===== src/rtl/wshb_arbiter_pkg.sv =====
// wshb_arbiter_pkg
//   Shared types and constants for the Wishbone N:1 arbiter.
//   - arb_state_e     : arbiter FSM state (idle / bus owned)
//   - ARB_TIMEOUT_DEF : default stall limit of the optional watchdog
//   - arb_idx_w       : index width helper (1 bit minimum)
package wshb_arbiter_pkg;

  typedef enum logic {
    ST_IDLE  = 1'b0,
    ST_OWNED = 1'b1
  } arb_state_e;

  localparam int ARB_TIMEOUT_DEF = 1024;

  function automatic int arb_idx_w(input int n);
    return (n > 1) ? $clog2(n) : 1;
  endfunction

endpackage


===== src/rtl/wshb_rr_picker.sv =====
// wshb_rr_picker
//   Combinational round-robin search. Looks upward from (i_last+1) mod N
//   and returns the first active requester.
//   Ports:
//     i_req   [N-1:0]  request vector
//     i_last  [IW-1:0] index of the previous owner
//     o_pick  [N-1:0]  one-hot winner (zero when no request)
//     o_valid          at least one request present
module wshb_rr_picker
  import wshb_arbiter_pkg::*;
#(
  parameter int N  = 3,
  parameter int IW = arb_idx_w(N)
) (
  input  logic [N-1:0]  i_req,
  input  logic [IW-1:0] i_last,
  output logic [N-1:0]  o_pick,
  output logic          o_valid
);

  always_comb begin
    o_pick  = '0;
    o_valid = 1'b0;
    for (int k = 1; k <= N; k++) begin
      int idx;
      idx = (int'(i_last) + k) % N;
      if (!o_valid && i_req[idx]) begin
        o_pick[idx] = 1'b1;
        o_valid     = 1'b1;
      end
    end
  end

endmodule


===== src/rtl/wshb_arbiter.sv =====
// wshb_arbiter
//   Round-robin N:1 Wishbone bus arbiter. One master owns the slave port
//   for as long as it holds m_cyc; bursts are never preempted. Ownership
//   is granted one cycle after a request is seen in IDLE.
//   Optional feature: define WSHB_ARB_TIMEOUT_EN to build a stall watchdog
//   that terminates a stalled strobe with m_err after TIMEOUT cycles.
//   Ports:
//     sys_clk, sys_rst_n            clock, async active-low reset
//     m_cyc/m_stb/m_we/m_adr/m_sel/m_dat_ms   per-master request side
//     m_ack/m_err                   per-master termination (owner only)
//     m_dat_sm                      shared read data
//     s_cyc/s_stb/s_we/s_adr/s_sel/s_dat_ms   slave request side
//     s_ack/s_err/s_dat_sm          slave response
//     grant                         one-hot current owner, zero when idle
module wshb_arbiter
  import wshb_arbiter_pkg::*;
#(
  parameter int NMASTERS   = 3,
  parameter int DATA_BYTES = 4,
  parameter int ADDR_W     = 32,
  parameter int TIMEOUT    = ARB_TIMEOUT_DEF
) (
  input  logic                                     sys_clk,
  input  logic                                     sys_rst_n,
  input  logic [NMASTERS-1:0]                      m_cyc,
  input  logic [NMASTERS-1:0]                      m_stb,
  input  logic [NMASTERS-1:0]                      m_we,
  input  logic [NMASTERS-1:0][ADDR_W-1:0]          m_adr,
  input  logic [NMASTERS-1:0][DATA_BYTES-1:0]      m_sel,
  input  logic [NMASTERS-1:0][8*DATA_BYTES-1:0]    m_dat_ms,
  output logic [NMASTERS-1:0]                      m_ack,
  output logic [NMASTERS-1:0]                      m_err,
  output logic [8*DATA_BYTES-1:0]                  m_dat_sm,
  output logic                                     s_cyc,
  output logic                                     s_stb,
  output logic                                     s_we,
  output logic [ADDR_W-1:0]                        s_adr,
  output logic [DATA_BYTES-1:0]                    s_sel,
  output logic [8*DATA_BYTES-1:0]                  s_dat_ms,
  input  logic                                     s_ack,
  input  logic                                     s_err,
  input  logic [8*DATA_BYTES-1:0]                  s_dat_sm,
  output logic [NMASTERS-1:0]                      grant
);

  localparam int IW = arb_idx_w(NMASTERS);
  localparam int DW = 8 * DATA_BYTES;

  arb_state_e          r_state, w_state_nxt;
  logic [NMASTERS-1:0] r_grant, w_grant_nxt;
  logic [IW-1:0]       r_last,  w_last_nxt;
  logic [IW-1:0]       r_own,   w_own_nxt;

  logic [NMASTERS-1:0] w_pick;
  logic                w_pick_vld;
  logic [IW-1:0]       w_pick_idx;

  // owner's request signals, AND-OR muxed by the one-hot grant so that a
  // zero grant (idle or in reset) yields an all-zero slave request
  logic                w_mux_cyc, w_mux_stb, w_mux_we;
  logic [ADDR_W-1:0]   w_mux_adr;
  logic [DATA_BYTES-1:0] w_mux_sel;
  logic [DW-1:0]       w_mux_dat;
  logic                w_tmo;

  wshb_rr_picker #(.N(NMASTERS), .IW(IW)) u_pick (
    .i_req   (m_cyc),
    .i_last  (r_last),
    .o_pick  (w_pick),
    .o_valid (w_pick_vld)
  );

  always_comb begin
    w_pick_idx = '0;
    for (int i = 0; i < NMASTERS; i++)
      if (w_pick[i]) w_pick_idx = IW'(i);
  end

  always_comb begin
    w_mux_cyc = 1'b0;
    w_mux_stb = 1'b0;
    w_mux_we  = 1'b0;
    w_mux_adr = '0;
    w_mux_sel = '0;
    w_mux_dat = '0;
    for (int i = 0; i < NMASTERS; i++) begin
      if (r_grant[i]) begin
        w_mux_cyc = w_mux_cyc | m_cyc[i];
        w_mux_stb = w_mux_stb | m_stb[i];
        w_mux_we  = w_mux_we  | m_we[i];
        w_mux_adr = w_mux_adr | m_adr[i];
        w_mux_sel = w_mux_sel | m_sel[i];
        w_mux_dat = w_mux_dat | m_dat_ms[i];
      end
    end
  end

  // FSM: state register
  always_ff @(posedge sys_clk or negedge sys_rst_n) begin
    if (!sys_rst_n) begin
      r_state <= ST_IDLE;
      r_grant <= '0;
      r_last  <= IW'(NMASTERS - 1);  // master 0 wins the first search
      r_own   <= '0;
    end else begin
      r_state <= w_state_nxt;
      r_grant <= w_grant_nxt;
      r_last  <= w_last_nxt;
      r_own   <= w_own_nxt;
    end
  end

  // FSM: next state
  always_comb begin
    w_state_nxt = r_state;
    w_grant_nxt = r_grant;
    w_last_nxt  = r_last;
    w_own_nxt   = r_own;
    case (r_state)
      ST_IDLE: begin
        if (w_pick_vld) begin
          w_state_nxt = ST_OWNED;
          w_grant_nxt = w_pick;
          w_own_nxt   = w_pick_idx;
        end
      end
      ST_OWNED: begin
        // release on m_cyc drop even with a strobe outstanding
        if (!w_mux_cyc) begin
          w_state_nxt = ST_IDLE;
          w_grant_nxt = '0;
          w_last_nxt  = r_own;
        end
      end
      default: begin
        w_state_nxt = ST_IDLE;
        w_grant_nxt = '0;
      end
    endcase
  end

  // FSM: outputs
  always_comb begin
    grant    = r_grant;
    s_cyc    = w_mux_cyc;
    s_stb    = w_mux_stb & ~w_tmo;
    s_we     = w_mux_we;
    s_adr    = w_mux_adr;
    s_sel    = w_mux_sel;
    s_dat_ms = w_mux_dat;
    m_ack    = r_grant & {NMASTERS{s_ack}};
    m_err    = r_grant & {NMASTERS{s_err | w_tmo}};
    m_dat_sm = s_dat_sm;
  end

`ifdef WSHB_ARB_TIMEOUT_EN
  localparam int CW = $clog2(TIMEOUT + 1);

  logic [CW-1:0] r_stall;
  logic          w_stalled;

  assign w_stalled = (r_state == ST_OWNED) && w_mux_stb && !s_ack && !s_err;
  // fires on the TIMEOUT-th consecutive stalled cycle
  assign w_tmo     = w_stalled && (r_stall == CW'(TIMEOUT - 1));

  always_ff @(posedge sys_clk or negedge sys_rst_n) begin
    if (!sys_rst_n)
      r_stall <= '0;
    else if (r_state != ST_OWNED || w_state_nxt != ST_OWNED ||
             s_ack || s_err || w_tmo)
      r_stall <= '0;
    else if (w_stalled)
      r_stall <= r_stall + 1'b1;
  end
`else
  // TIMEOUT has no effect without the watchdog
  assign w_tmo = (TIMEOUT == 0) & 1'b0;
`endif

endmodule

===== config.mk =====
export PLATFORM = sky130hd
export DESIGN_NAME = wshb_arbiter
export DESIGN_NICKNAME = d
export VERILOG_FILES = /design/src/rtl/wshb_arbiter_pkg.sv /design/src/rtl/wshb_rr_picker.sv /design/src/rtl/wshb_arbiter.sv
export SDC_FILE = /design/constraint.sdc
export NUM_CORES = 1
export LEC_CHECK = 0
export ABC_AREA = 1
export CAP_MARGIN = 20
export CORE_AREA = 2 2 141 143
export CTS_BUF_LIST = sky130_fd_sc_hd__clkbuf_16
export CTS_CLUSTER_DIAMETER = 50
export DETAILED_ROUTE_END_ITERATION = 12
export DIE_AREA = 0 0 143 145
export DONT_BUFFER_PORTS = 1
export GPL_TIMING_DRIVEN = 0
export PLACE_DENSITY = 0.3
export RECOVER_POWER = 100
export SLEW_MARGIN = 20
export SYNTH_ARGS = -nofsm -noshare
export SYNTH_HDL_FRONTEND = slang
export SYNTH_SLANG_ARGS = --single-unit
export TNS_END_PERCENT = 20

===== constraint.sdc =====
create_clock -name sys_clk -period 2.6 [get_ports sys_clk]
set_input_delay 0.52 -clock sys_clk [delete_from_list [all_inputs] [get_ports sys_clk]]
set_output_delay 0.52 -clock sys_clk [all_outputs]
set_load 0.05 [all_outputs]

==> results.toml, run 1 <==
[timing]
drv_slew = 0
finalClockSkew_ns = 0.00544
max-slew-margin-rel_pct = 50.1
period_share_pct = 97.5
hold_viol = 0
finalSetupViolations = 0
rsz0062_at_grt = "yes"
setup_tns_ns = 0
tightestPinTransition_ns = 0.746
whs_ns = 0.132
timing.fmax_mhz = 395
finalWorstSetupSlack_ns = 0.0657
fin_crit_ns = 2.53

[layout]
syn_to_final_growth_pct = 22.3
final_common_cell = "nand2_1"
diodes = 0
final_area_um2 = 2690
fin_nets = 693
drive_gt1_share_pct = 19.6
fin_util_pct = 14.0
final_cell_mix = "244 x nand2_1, 39 x nand3_2, 38 x nand3_1"
finalNonFillerCells = 704

[power]
power_mw = 4.01
leakage_nw = 1.38
ir_drop_mv = 0.502
power_density_nw_per_um2 = 1490

[logic_synthesis]
yosysTopAreaCellShare_pct = 41.3
synthCells = 434
syn_area_um2 = 2200
yosys_warnings = 0
yosys.cell_types.count = 26
synth.largest_area_cell = "nand2_1"
synth-seq-cells = 8
ys_seq_area_share_pct = 9.17
avgSynthCellArea_um2 = 5.06
synth_fp_nets = 687
synth_area_leaders = "nand2_1 41%, nand3_1 17%, buf_4 11%"

[clocking]
clk_latency_ns = 0.24
cts-buffers-inserted = 3
clk_pin_slew_worst_paths_ns = 0.04
cts.path.max_buffers = 2
cts_root_buf = "clkbuf_16"
clock-sinks = 8
h-tree-depth = 1
cts_tree = "yes"
post_cts_buffers = 0

[run]
cap_violations = 0

[worst_setup_path]
critPathBufInv = 2
required_ns = 2.08
cp.arrival_ns = 2.01
crit_family = "buffers and inverters"
cp_max_fo = 10
slowest_stage = "dfrtp_2"
critPathKind = "reg -> out"
critPathCaptureType = "output pin"
crit_chain = "buf_4, clkbuf_1, nand2_1, nand3_1"
slowest_delay_ns = 0.52
start_kind = "flip-flop"

[drt]
antenna_left = 0
first_pass_iters = 4
wl_per_cell_um = 17.4
vias_per_cell = 4.14
drt_first_iter_violations = 142
drcViolationCount = 0
wl_um = 12200
num_vias = 2912

[grt]
grt_pass1_vias = 2705
grt_pass1_wl_um = 16000
antenna_found_initial = 0
grt_max_degree = 11
grt_usage_pct = 10.2
gr-total-overflow = 0

[placement]
gp_congestion = 0.743
dp_hpwl_um = 10200
placed_cells = 699
dpl-instance-area_um2 = 2530
port_buffers = 0
dp_slack_ns = -0.482

[floorplanning]
die_x_um = 143
rows = 51
io_pins = 361
fp.dieH_um = 145
die_area_um2 = 20700
core_area_um2 = 19200
initial_core_util_pct = 11.4

[worst_hold_path]
min_path_type = "in -> async"

[status]
outcome = "finished, final reports clean"
==> worst paths after layout <==
kind                            startpoint         to  slack (ns)  depth (start not counted)
worst max-delay path              grant[1]  s_adr[14]        0.07                          4
worst min-delay path             sys_rst_n  r_last[1]        0.13                          0
worst max register to register    grant[1]   grant[1]        0.37                          7
worst min register to register    r_own[1]   r_own[1]        0.48                          2
max in group asynchronous        sys_rst_n   grant[0]        1.69                          1
min in group sys_clk              r_own[1]   r_own[1]        0.48                          2
==> layer usage <==
| metal | vias to the layer above | global-route usage (%) | wire length (um) |
|---|---|---|---|
| met5 | - | 0 | 0 |
| li1 | 1339 | - | - |
| met2 | 245 | 18.8 | 5980 |
| met4 | 0 | 3.07 | 324 |
| met3 | 18 | 1.35 | 1100 |
| met1 | 1310 | 12.2 | 4840 |
==> cell type report <==
type	instances	area [um2]
buffer	57	255
clock buffer	3	75.1
clock inverter	1	3.75
fill	2279	16500
inverter	21	81.3
multi-input combinational	348	1730
sequential	8	205
tap	265	332
timing repair buffer	1	10.0
==> state kept, by name (all words and copies together) (netlist names) <==
name     count
grant        3
r_own        2
r_state      1
r_last       2
==> worst register-to-register path, stage by stage (launching register included) <==
cell and delay (ns):
dfrtp_2 0.52, buf_4 0.32, inv_2 0.08, o211ai_2 0.63, nor2_1 0.22, inv_1 0.16
nand2_1 0.06, o21ai_0 0.16
==> logic make-up after synthesis <==
| logic type | count (synthesis) | share of synthesized area (%) |
|---|---|---|
| adder cells (fa/ha/maj) | 4 | 2.28 |
| AO/OA/AOI/OAI | 6 | 2.11 |
| flip-flops | 8 | 9.17 |
| AND/OR/NAND/NOR | 338 | 66.2 |
| buffers and inverters | 78 | 20.2 |
==> cell usage after synthesis, drive strengths merged <==
master	count
nand2	250
dfrtp	7
nor3	1
o21ai	4
inv	21
nand3	78
buf	48
a31oi	1
nand4	3
ha	4
o211ai	1
nor2	4
nand3b	2
clkbuf	9
dfstp	1
==> report_power, final <==
group | total, mW | switching, mW | internal (mW)
Clock | 0.264 | 0.0638 | 0.201
Sequential | 0.263 | 0.0835 | 0.179
Combinational | 3.49 | 2.94 | 0.550
Total | 4.01 | 3.08 | 0.930
==> what timing repair did <==
action	in CTS	in global routing
hold buffers	1	0
pin swaps	0	0
setup endpoints to repair	74	43
endpoints found under the hold margin	7	0
gates resized for setup	27	31
Note: power is estimated with default switching activity, not from simulation.
==> inputs of run 2 (changes only) <==
--- a/config.mk
+++ b/config.mk
@@ -5,18 +5,17 @@
 export SDC_FILE = /design/constraint.sdc
 export NUM_CORES = 1
 export LEC_CHECK = 0
-export ABC_AREA = 1
 export CAP_MARGIN = 20
-export CORE_AREA = 2 2 141 143
+export CORE_AREA = 2 2 142 144
 export CTS_BUF_LIST = sky130_fd_sc_hd__clkbuf_16
 export CTS_CLUSTER_DIAMETER = 50
 export DETAILED_ROUTE_END_ITERATION = 12
-export DIE_AREA = 0 0 143 145
+export DIE_AREA = 0 0 144 146
 export DONT_BUFFER_PORTS = 1
 export GPL_TIMING_DRIVEN = 0
 export PLACE_DENSITY = 0.3
-export RECOVER_POWER = 100
-export SLEW_MARGIN = 20
+export RECOVER_POWER = 50
+export SLEW_MARGIN = 15
 export SYNTH_ARGS = -nofsm -noshare
 export SYNTH_HDL_FRONTEND = slang
 export SYNTH_SLANG_ARGS = --single-unit
==> run 2 against run 1 <==
Die area is 1.4% higher. First-iteration DRC count rose to 3.4 times the previous value. Synthesized area shrank 11%. Sequential cell count stayed put. Clock power hardly changed.
==> results.toml, run 2 <==
[timing]
period_share_pct = 99.1
hold_viol = 0
drv_slew = 0
rsz0062_at_grt = "no"
finalClockSkew_ns = 0.000911
max-slew-margin-rel_pct = 58.6
finalSetupViolations = 0
timing.fmax_mhz = 388
finalWorstSetupSlack_ns = 0.0238
whs_ns = 0.131
tightestPinTransition_ns = 0.623
setup_tns_ns = 0
fin_crit_ns = 2.58

[layout]
syn_to_final_growth_pct = 17.0
finalNonFillerCells = 541
final_area_um2 = 2300
fin_nets = 528
final_common_cell = "a222oi_1"
largest_reg_flops = 3
drive_gt1_share_pct = 16.8
final_cell_mix = "71 x a222oi_1, 69 x inv_1, 37 x clkbuf_1"
fin_util_pct = 11.9

[floorplanning]
fp.dieH_um = 146
die_area_um2 = 21000
die_x_um = 144
initial_core_util_pct = 10.2
rows = 51
io_pins = 361
core_area_um2 = 19300

[drt]
antenna_left = 0
num_vias = 2512
wl_per_cell_um = 20.6
drt_first_iter_violations = 476
drcViolationCount = 0
first_pass_iters = 6
vias_per_cell = 4.64
wl_um = 11100

[logic_synthesis]
avgSynthCellArea_um2 = 7.30
synth_most_common_cell = "inv_1"
synthFlopType = "dfrtp_1"
synth_edf_count = 0
syn_area_um2 = 1960
yosysTopAreaCellShare_pct = 36.2
yosys.cell_types.count = 36
synthCells = 269
synth-seq-cells = 8
async_reset_ff_share_pct = 100
synth_area_leaders = "a222oi_1 36%, inv_1 15%, buf_4 12%"
synthTopCellsByCount = "80 x inv_1, 71 x a222oi_1, 32 x buf_4"
ys_seq_area_share_pct = 10.3
synth_fp_nets = 522
yosys_warnings = 0
synth.largest_area_cell = "a222oi_1"

[worst_setup_path]
required_ns = 2.08
critPathKind = "reg -> out"
rrSetupSlack_ns = 0.22
cp_max_fo = 11
start_kind = "flip-flop"
cp.arrival_ns = 2.06
reg2reg_to = "r_own[0]"
rr_startpoint = "r_last[1]"
r2r_cells = 7
critPathCaptureType = "output pin"

[status]
outcome = "finished, final reports clean"

[run]
cap_violations = 0

[placement]
dpl-instance-area_um2 = 2300
placed_cells = 534
dp_slack_ns = -0.657
port_buffers = 0
dp_hpwl_um = 9430
gp_congestion = 0.790

[grt]
grt_pass1_wl_um = 14300
grt_usage_pct = 9.09
antenna_found_initial = 2
grt_max_degree = 11
grt_pass1_vias = 2368
gr-total-overflow = 0

[clocking]
cts-buffers-inserted = 3
clk_latency_ns = 0.23
h-tree-depth = 1
clock-sinks = 8
clk_pin_slew_worst_paths_ns = 0.04
cts_root_buf = "clkbuf_16"
cts_tree = "yes"
cts.path.max_buffers = 2

[power]
power_density_nw_per_um2 = 1830
leakage_nw = 1.15
ir_drop_mv = 0.441
power_mw = 4.21

[worst_hold_path]
min_path_type = "in -> async"
[run 2: cell count changes after synthesis, sizes merged, moves of 3 or more]
cell,before,now
nand2,250,6
nand3,78,1
a222oi,0,71
inv,21,80
clkbuf,9,21
buf,48,37
and2,0,6
a21oi,0,3
mux2i,0,3
nand4,3,0
[run 2: layout make-up]
| cell class | count | area (um2) |
|---|---|---|
| Clock inverter | 1 | 3.75 |
| Timing Repair Buffer | 1 | 10.0 |
| Antenna cell | 2 | 5.00 |
| Fill cell | 2262 | 17000 |
| Inverter | 80 | 300 |
| Tap cell | 265 | 332 |
| Multi-Input combinational cell | 123 | 1100 |
| Sequential cell | 8 | 205 |
| Buffer | 58 | 270 |
| Clock buffer | 3 | 75.1 |
[run 2: routing by layer]
layer  part of all wire (%)  vias to the layer above  track usage [%]
li1                       -                     1022                -
met2                     47                      265             15.5
met5                      0                        -                0
met4                    4.2                        0             4.51
met1                     38                     1197             11.0
met3                     10                       28             1.28
[run 2: how the worst max path moves through the flow]
stage / slack, ns / endpoint / startpoint
6_report: 0.02 / s_dat_ms[16] / grant[1]
5_1_grt: 0.0007 / s_dat_ms[6] / grant[2]
4_1_cts: 0.007 / s_adr[31] / grant[0]
3_5_place_dp: -0.66 / s_adr[28] / grant[2]
3_3_place_gp: -0.63 / s_adr[24] / grant[2]
2_1_floorplan: 0.40 / s_adr[10] / grant[2]
[run 2: report_power, final]
group	internal, mW	switching [mW]
Sequential	0.185	0.104
Combinational	0.685	2.97
Clock	0.200	0.0631
[run 2: repair_timing]
item,CTS,global route
hold buffers,1,0
endpoints found under the setup margin,76,53
resized for setup,28,22
buffers inserted,0,0
pin swaps,1,1
endpoints found under the hold margin,7,0
[run 2: worst max-delay path, cell delays in order (launching register included)]
cell and delay, ns:
dfrtp_2 0.53, buf_8 0.22, clkbuf_2 0.19, a222oi_1 0.61, inv_2 0.26
[run 2: cells by family after synthesis]
| kind of cell | synth area share (%) |
|---|---|
| AOI/OAI and AO/OA | 45.9 |
| adders and majority gates | 2.55 |
| buffers and inverters | 32.9 |
| DFF | 10.3 |
| muxes | 1.53 |
| and+or+nand+nor | 6.88 |
